File: config.mk
export PLATFORM = sky130hd
export DESIGN_NAME = lsu_dm_master
export DESIGN_NICKNAME = d
export VERILOG_FILES = /design/src/rtl/lsu_dm_master.sv
export SDC_FILE = /design/constraint.sdc
export NUM_CORES = 1
export LEC_CHECK = 0
export ABC_AREA = 1
export CAP_MARGIN = 10
export CORE_MARGIN = 2
export CORE_UTILIZATION = 49
export DETAILED_ROUTE_END_ITERATION = 7
export PLACE_DENSITY = 0.82
export REMOVE_ABC_BUFFERS = 1
export SKIP_LAST_GASP = 1
export SLEW_MARGIN = 20
export SYNTH_ARGS = -nofsm -noshare
export SYNTH_HDL_FRONTEND = slang
export SYNTH_SLANG_ARGS = --single-unit
File: constraint.sdc
create_clock -name Clk -period 2.7 [get_ports Clk]
set_clock_uncertainty 0.2 [all_clocks]
set_input_delay 0.27 -clock Clk [delete_from_list [all_inputs] [get_ports Clk]]
set_output_delay 0.27 -clock Clk [all_outputs]
set_load 0.01 [all_outputs]
File: src/rtl/lsu_dm_master.sv
// Load/store unit turning byte/half/word core accesses into word-wide memory cycles.
// Optional macro LSU_RANGE_CHECK_EN rejects byte addresses with Addr[31:7] != 0.
module lsu_dm_master #(
  parameter int WORDS = 32
) (
  input  logic        Clk,
  input  logic        Reset,
  input  logic        Req,
  input  logic        We,
  input  logic [1:0]  Size,
  input  logic        Sign,
  input  logic [31:0] Addr,
  input  logic [31:0] Wdata,
  output logic        Busy,
  output logic        Done,
  output logic        Err,
  output logic [31:0] Rdata,
  output logic [4:0]  Mem_A,
  output logic [31:0] Mem_D,
  output logic        Mem_we,
  output logic        Mem_re,
  input  logic [31:0] Mem_q
);
  localparam logic [4:0] LP_IDX_MASK = 5'(WORDS - 1);

  typedef enum logic [2:0] {
    S_IDLE = 3'd0,
    S_RD   = 3'd1,
    S_CAP  = 3'd2,
    S_WR   = 3'd3,
    S_DONE = 3'd4
  } state_t;

  state_t      r_state;
  logic        r_we, r_sign, r_err_lat, r_done, r_err;
  logic [1:0]  r_size, r_lane;
  logic [15:0] r_wdata;
  logic [31:0] r_rdata, r_mem_d;
  logic [4:0]  r_mem_a;
  logic        w_err, w_range_err;
  logic [7:0]  w_byte;
  logic [15:0] w_half;
  logic [31:0] w_load, w_merge;

`ifdef LSU_RANGE_CHECK_EN
  assign w_range_err = |Addr[31:7];
`else
  logic w_unused_hi;
  assign w_unused_hi = |Addr[31:7];
  assign w_range_err = 1'b0;
`endif

  // Reject sizes and alignments the memory cannot serve in one word cycle.
  always_comb begin
    w_err = 1'b0;
    case (Size)
      2'b00:   w_err = w_range_err;
      2'b01:   w_err = Addr[0] | w_range_err;
      2'b10:   w_err = (Addr[1:0] != 2'b00) | w_range_err;
      default: w_err = 1'b1;
    endcase
  end

  // Lane extraction for loads and lane merge for sub-word stores.
  always_comb begin
    w_byte  = Mem_q[{r_lane, 3'b000} +: 8];
    w_half  = r_lane[1] ? Mem_q[31:16] : Mem_q[15:0];
    w_load  = Mem_q;
    w_merge = Mem_q;
    case (r_size)
      2'b00: begin
        w_load = {{24{r_sign & w_byte[7]}}, w_byte};
        w_merge[{r_lane, 3'b000} +: 8] = r_wdata[7:0];
      end
      2'b01: begin
        w_load = {{16{r_sign & w_half[15]}}, w_half};
        if (r_lane[1]) begin
          w_merge[31:16] = r_wdata;
        end else begin
          w_merge[15:0] = r_wdata;
        end
      end
      default: begin
        w_load  = Mem_q;
        w_merge = Mem_q;
      end
    endcase
  end

  // Access sequencer; DONE spends one cycle arming r_done and one presenting it.
  always_ff @(posedge Clk or negedge Reset) begin
    if (!Reset) begin
      r_state   <= S_IDLE;
      r_we      <= 1'b0;
      r_sign    <= 1'b0;
      r_size    <= 2'b00;
      r_lane    <= 2'b00;
      r_wdata   <= 16'h0000;
      r_err_lat <= 1'b0;
      r_done    <= 1'b0;
      r_err     <= 1'b0;
      r_rdata   <= 32'h0000_0000;
      r_mem_a   <= 5'd0;
      r_mem_d   <= 32'h0000_0000;
    end else begin
      case (r_state)
        S_IDLE: begin
          if (Req) begin
            r_we      <= We;
            r_sign    <= Sign;
            r_size    <= Size;
            r_lane    <= Addr[1:0];
            r_wdata   <= Wdata[15:0];
            r_err_lat <= w_err;
            r_mem_a   <= Addr[6:2] & LP_IDX_MASK;
            if (w_err) begin
              r_state <= S_DONE;
            end else if (!We || (Size != 2'b10)) begin
              r_state <= S_RD;
            end else begin
              r_mem_d <= Wdata;
              r_state <= S_WR;
            end
          end else begin
            r_state <= S_IDLE;
          end
        end
        S_RD: r_state <= S_CAP;
        S_CAP: begin
          if (!r_we) begin
            r_rdata <= w_load;
            r_state <= S_DONE;
          end else begin
            r_mem_d <= w_merge;
            r_state <= S_WR;
          end
        end
        S_WR: r_state <= S_DONE;
        S_DONE: begin
          if (!r_done) begin
            r_done <= 1'b1;
            r_err  <= r_err_lat;
          end else begin
            r_done  <= 1'b0;
            r_err   <= 1'b0;
            r_state <= S_IDLE;
          end
        end
        default: r_state <= S_IDLE;
      endcase
    end
  end

  assign Busy   = (r_state != S_IDLE);
  assign Mem_re = (r_state == S_RD);
  assign Mem_we = (r_state == S_WR);
  assign Done   = r_done;
  assign Err    = r_err;
  assign Rdata  = r_rdata;
  assign Mem_A  = r_mem_a;
  assign Mem_D  = r_mem_d;
endmodule

==> flow_summary.yaml <==
setup_path:
  critPathKind: "reg2reg"
  worstPathArrival_ns: 2.30
  required_ns: 2.79
  cp_max_fo: 13
  r2r.worst_path.cells: 7
  worstSetupEndpointType: "flop"
  crit_path_start_kind: "flop"
  rrSetupSlack_ns: 0.49
synthesis:
  synthMostInstantiatedCell: "nand2_1"
  synth_area_um2: 6320
  synth.largest_area_cell: "dfrtp_1"
  async_flop_share_pct: 100
  yosys_warnings: 0
  syn_inst: 927
  synth-main-ff-cell: "dfrtp_1"
  synth-seq-cells: 97
  yosysTopAreaCellShare_pct: 38.4
  synth_cell_types: 35
  syn_area_per_cell_um2: 6.82
  synthTopCellsByArea: "dfrtp_1 38%, nand2_1 23%, nand3_1 4.9%"
  seq_area_frac_synth_pct: 38.4
  ys_top_cells_by_count: "385 x nand2_1, 97 x dfrtp_1, 62 x nand3_1"
  synth_edf_count: 0
cells_and_area:
  area_growth_pct: 30.6
  drive_gt1_share_pct: 9.84
  finalInstanceArea_um2: 8250
  layout.cells.non_filler: 1239
  n_antenna_cell: 0
  regArea_um2: 2430
  nets: 1170
  multi_input_area_um2: 3330
  n_fill_cell: 1138
grt:
  grt.overflow.total: 0
  grt_pass1_vias: 6350
  track_usage_pct: 29.1
  grt_pass1_wl_um: 32500
  grt_max_degree: 53
  antenna_found_initial: 0
power:
  vdd_drop_max_v: 0.000737
  power_mw: 9.81
  power_density_nw_per_um2: 1190
  cellLeakagePower_nw: 3.88
clock_tree:
  cts_buffers: 9
  insertion_delay_ns: 0.36
  cts_buffer_depth: 2
  cts_setup_buffers: 0
  root_buffer: "clkbuf_16"
  cts_resized: 0
  cts_max_level: 3
  path_clk_slew_ns: 0.07
  clock-sinks: 97
  cts_tree: "done"
routing:
  drt_wl_total_um: 19800
  ant_nets: 0
  dr.pass1.iters: 6
  viasPerCell: 5.38
  wire_per_inst_um: 16.0
  route.vias.total: 6660
  drc: 0
  first_iter_violations: 491
flow_run:
  drv_cap: 0
timing:
  final.period_utilization_pct: 81.9
  finalSetupViolCount: 0
  layout_setup_ws_ns: 0.490
  fmax_ghz: 0.452
  rsz0062_at_grt: "false"
  tightest_slew_ns: 0.558
  period_minus_slack_ns: 2.21
  hold_viol: 0
  slew_headroom_pct: 62.8
  slew_viol_final: 0
floorplan:
  io_pins: 177
  initial_core_util_pct: 50.1
  rows: 41
  die_h_um: 118
  coreArea_um2: 12600
  dieWidth_um: 118
  dieArea_um2: 13800
place:
  post-place-ws_ns: 0.550
  dpl_cell_area_um2: 7920
  dpl.hpwl_um: 13900
  portBuffers: 151
  gp_congestion: 0.939
  placed_cells: 1222
outcome:
  status: "complete, no violations"
min_path:
  hp-class: "in2async"
-- routing by layer --
layer | track usage [%] | part of all wire [%] | routed length, µm | up-vias
li1 | - | - | - | 3241
met5 | 0 | 0 | 0 | -
met2 | 46.3 | 46 | 9050 | 332
met3 | 6.25 | 8.8 | 1740 | 56
met4 | 13.5 | 4.1 | 810 | 0
met1 | 38.1 | 41 | 8220 | 3031
-- cell type report --
class	instances	area share, %
inverters	63	2.87
repair buffers	176	20.9
well taps	172	2.61
clock inverters	4	0.925
clock buffers	12	2.99
multi-input cells	715	40.3
flip-flops and latches	97	29.4
-- timing repair --
action | 4_1_cts | 5_1_grt
hold endpoints to repair | 97 | 0
hold buffers | 1 | 0
endpoints found under the setup margin | 0 | 0
-- final timing paths --
| path | from | to |
|---|---|---|
| worst min register to register | Mem_D[0] | Mem_D[0] |
| worst min-delay path | Reset | Mem_D[8] |
| worst max-delay path | r_size[1] | Mem_D[21] |
| max in group asynchronous | Reset | Mem_A[4] |
| worst max register to register | r_size[1] | Mem_D[21] |
| min in group Clk | Addr[5] | Mem_A[3] |
-- report_power, final --
group | leakage [nW] | switching (mW) | internal [mW]
clock network | 0.153 | 0.554 | 0.839
registers | 1.16 | 0.536 | 2.20
logic | 2.57 | 3.23 | 2.45
-- cell usage in the layout, fill, tap and decap left out, drive strengths merged --
cell	count
clkinv	3
xor2	1
clkdlybuf4s50	150
or2	46
dfrtp	97
buf	25
o22ai	8
a2bb2oi	1
nor2	34
clkinvlp	1
nand2	392
a21boi	23
bufinv	2
inv	61
nand3b	1
o21ai	67
o22a	1
nand3	64
dlygate4sd3	1
clkbuf	12
ha	5
a21oi	55
nor3	2
nand4	15
-- state kept, by name, indices dropped and copies added, names as in the netlist --
name,cells
r_we,1
r_size,2
Done,1
r_state,3
Mem_A,5
r_wdata,16
Err,1
r_lane,2
r_err_lat,1
Rdata,32
Mem_D,32
r_sign,1
-- cells by family after synthesis --
| family | count (synthesis) | share of synthesized area [%] |
|---|---|---|
| DFF | 97 | 38.4 |
| adders and majority gates | 5 | 0.990 |
| xor gates and xnor gates | 1 | 0.139 |
| buffers and inverters | 115 | 8.93 |
| and+or+nand+nor | 554 | 37.9 |
| AOI/OAI and AO/OA | 155 | 13.6 |
-- critical path, cell delays in order (launching register included) --
cell and delay (ns):
dfrtp_1 0.56, nor2_2 0.40, clkinv_1 0.43, a21oi_1 0.25, nor2_1 0.06, nand2_1 0.09
nand3_1 0.07, nand2_1 0.07
-- stage by stage --
step / hold slack, ns / utilization (%) / TNS (ns)
detailed placement: -0.0733 / 62.8 / 0
finish: 0.0992 / 65.4 / 0
global route: 0.120 / 65.4 / 0
global placement: -0.0752 / 62.8 / 0
floorplan: -0.226 / - / -20.13
CTS: 0.106 / 65.4 / 0
(Power assumes the default switching activity.)
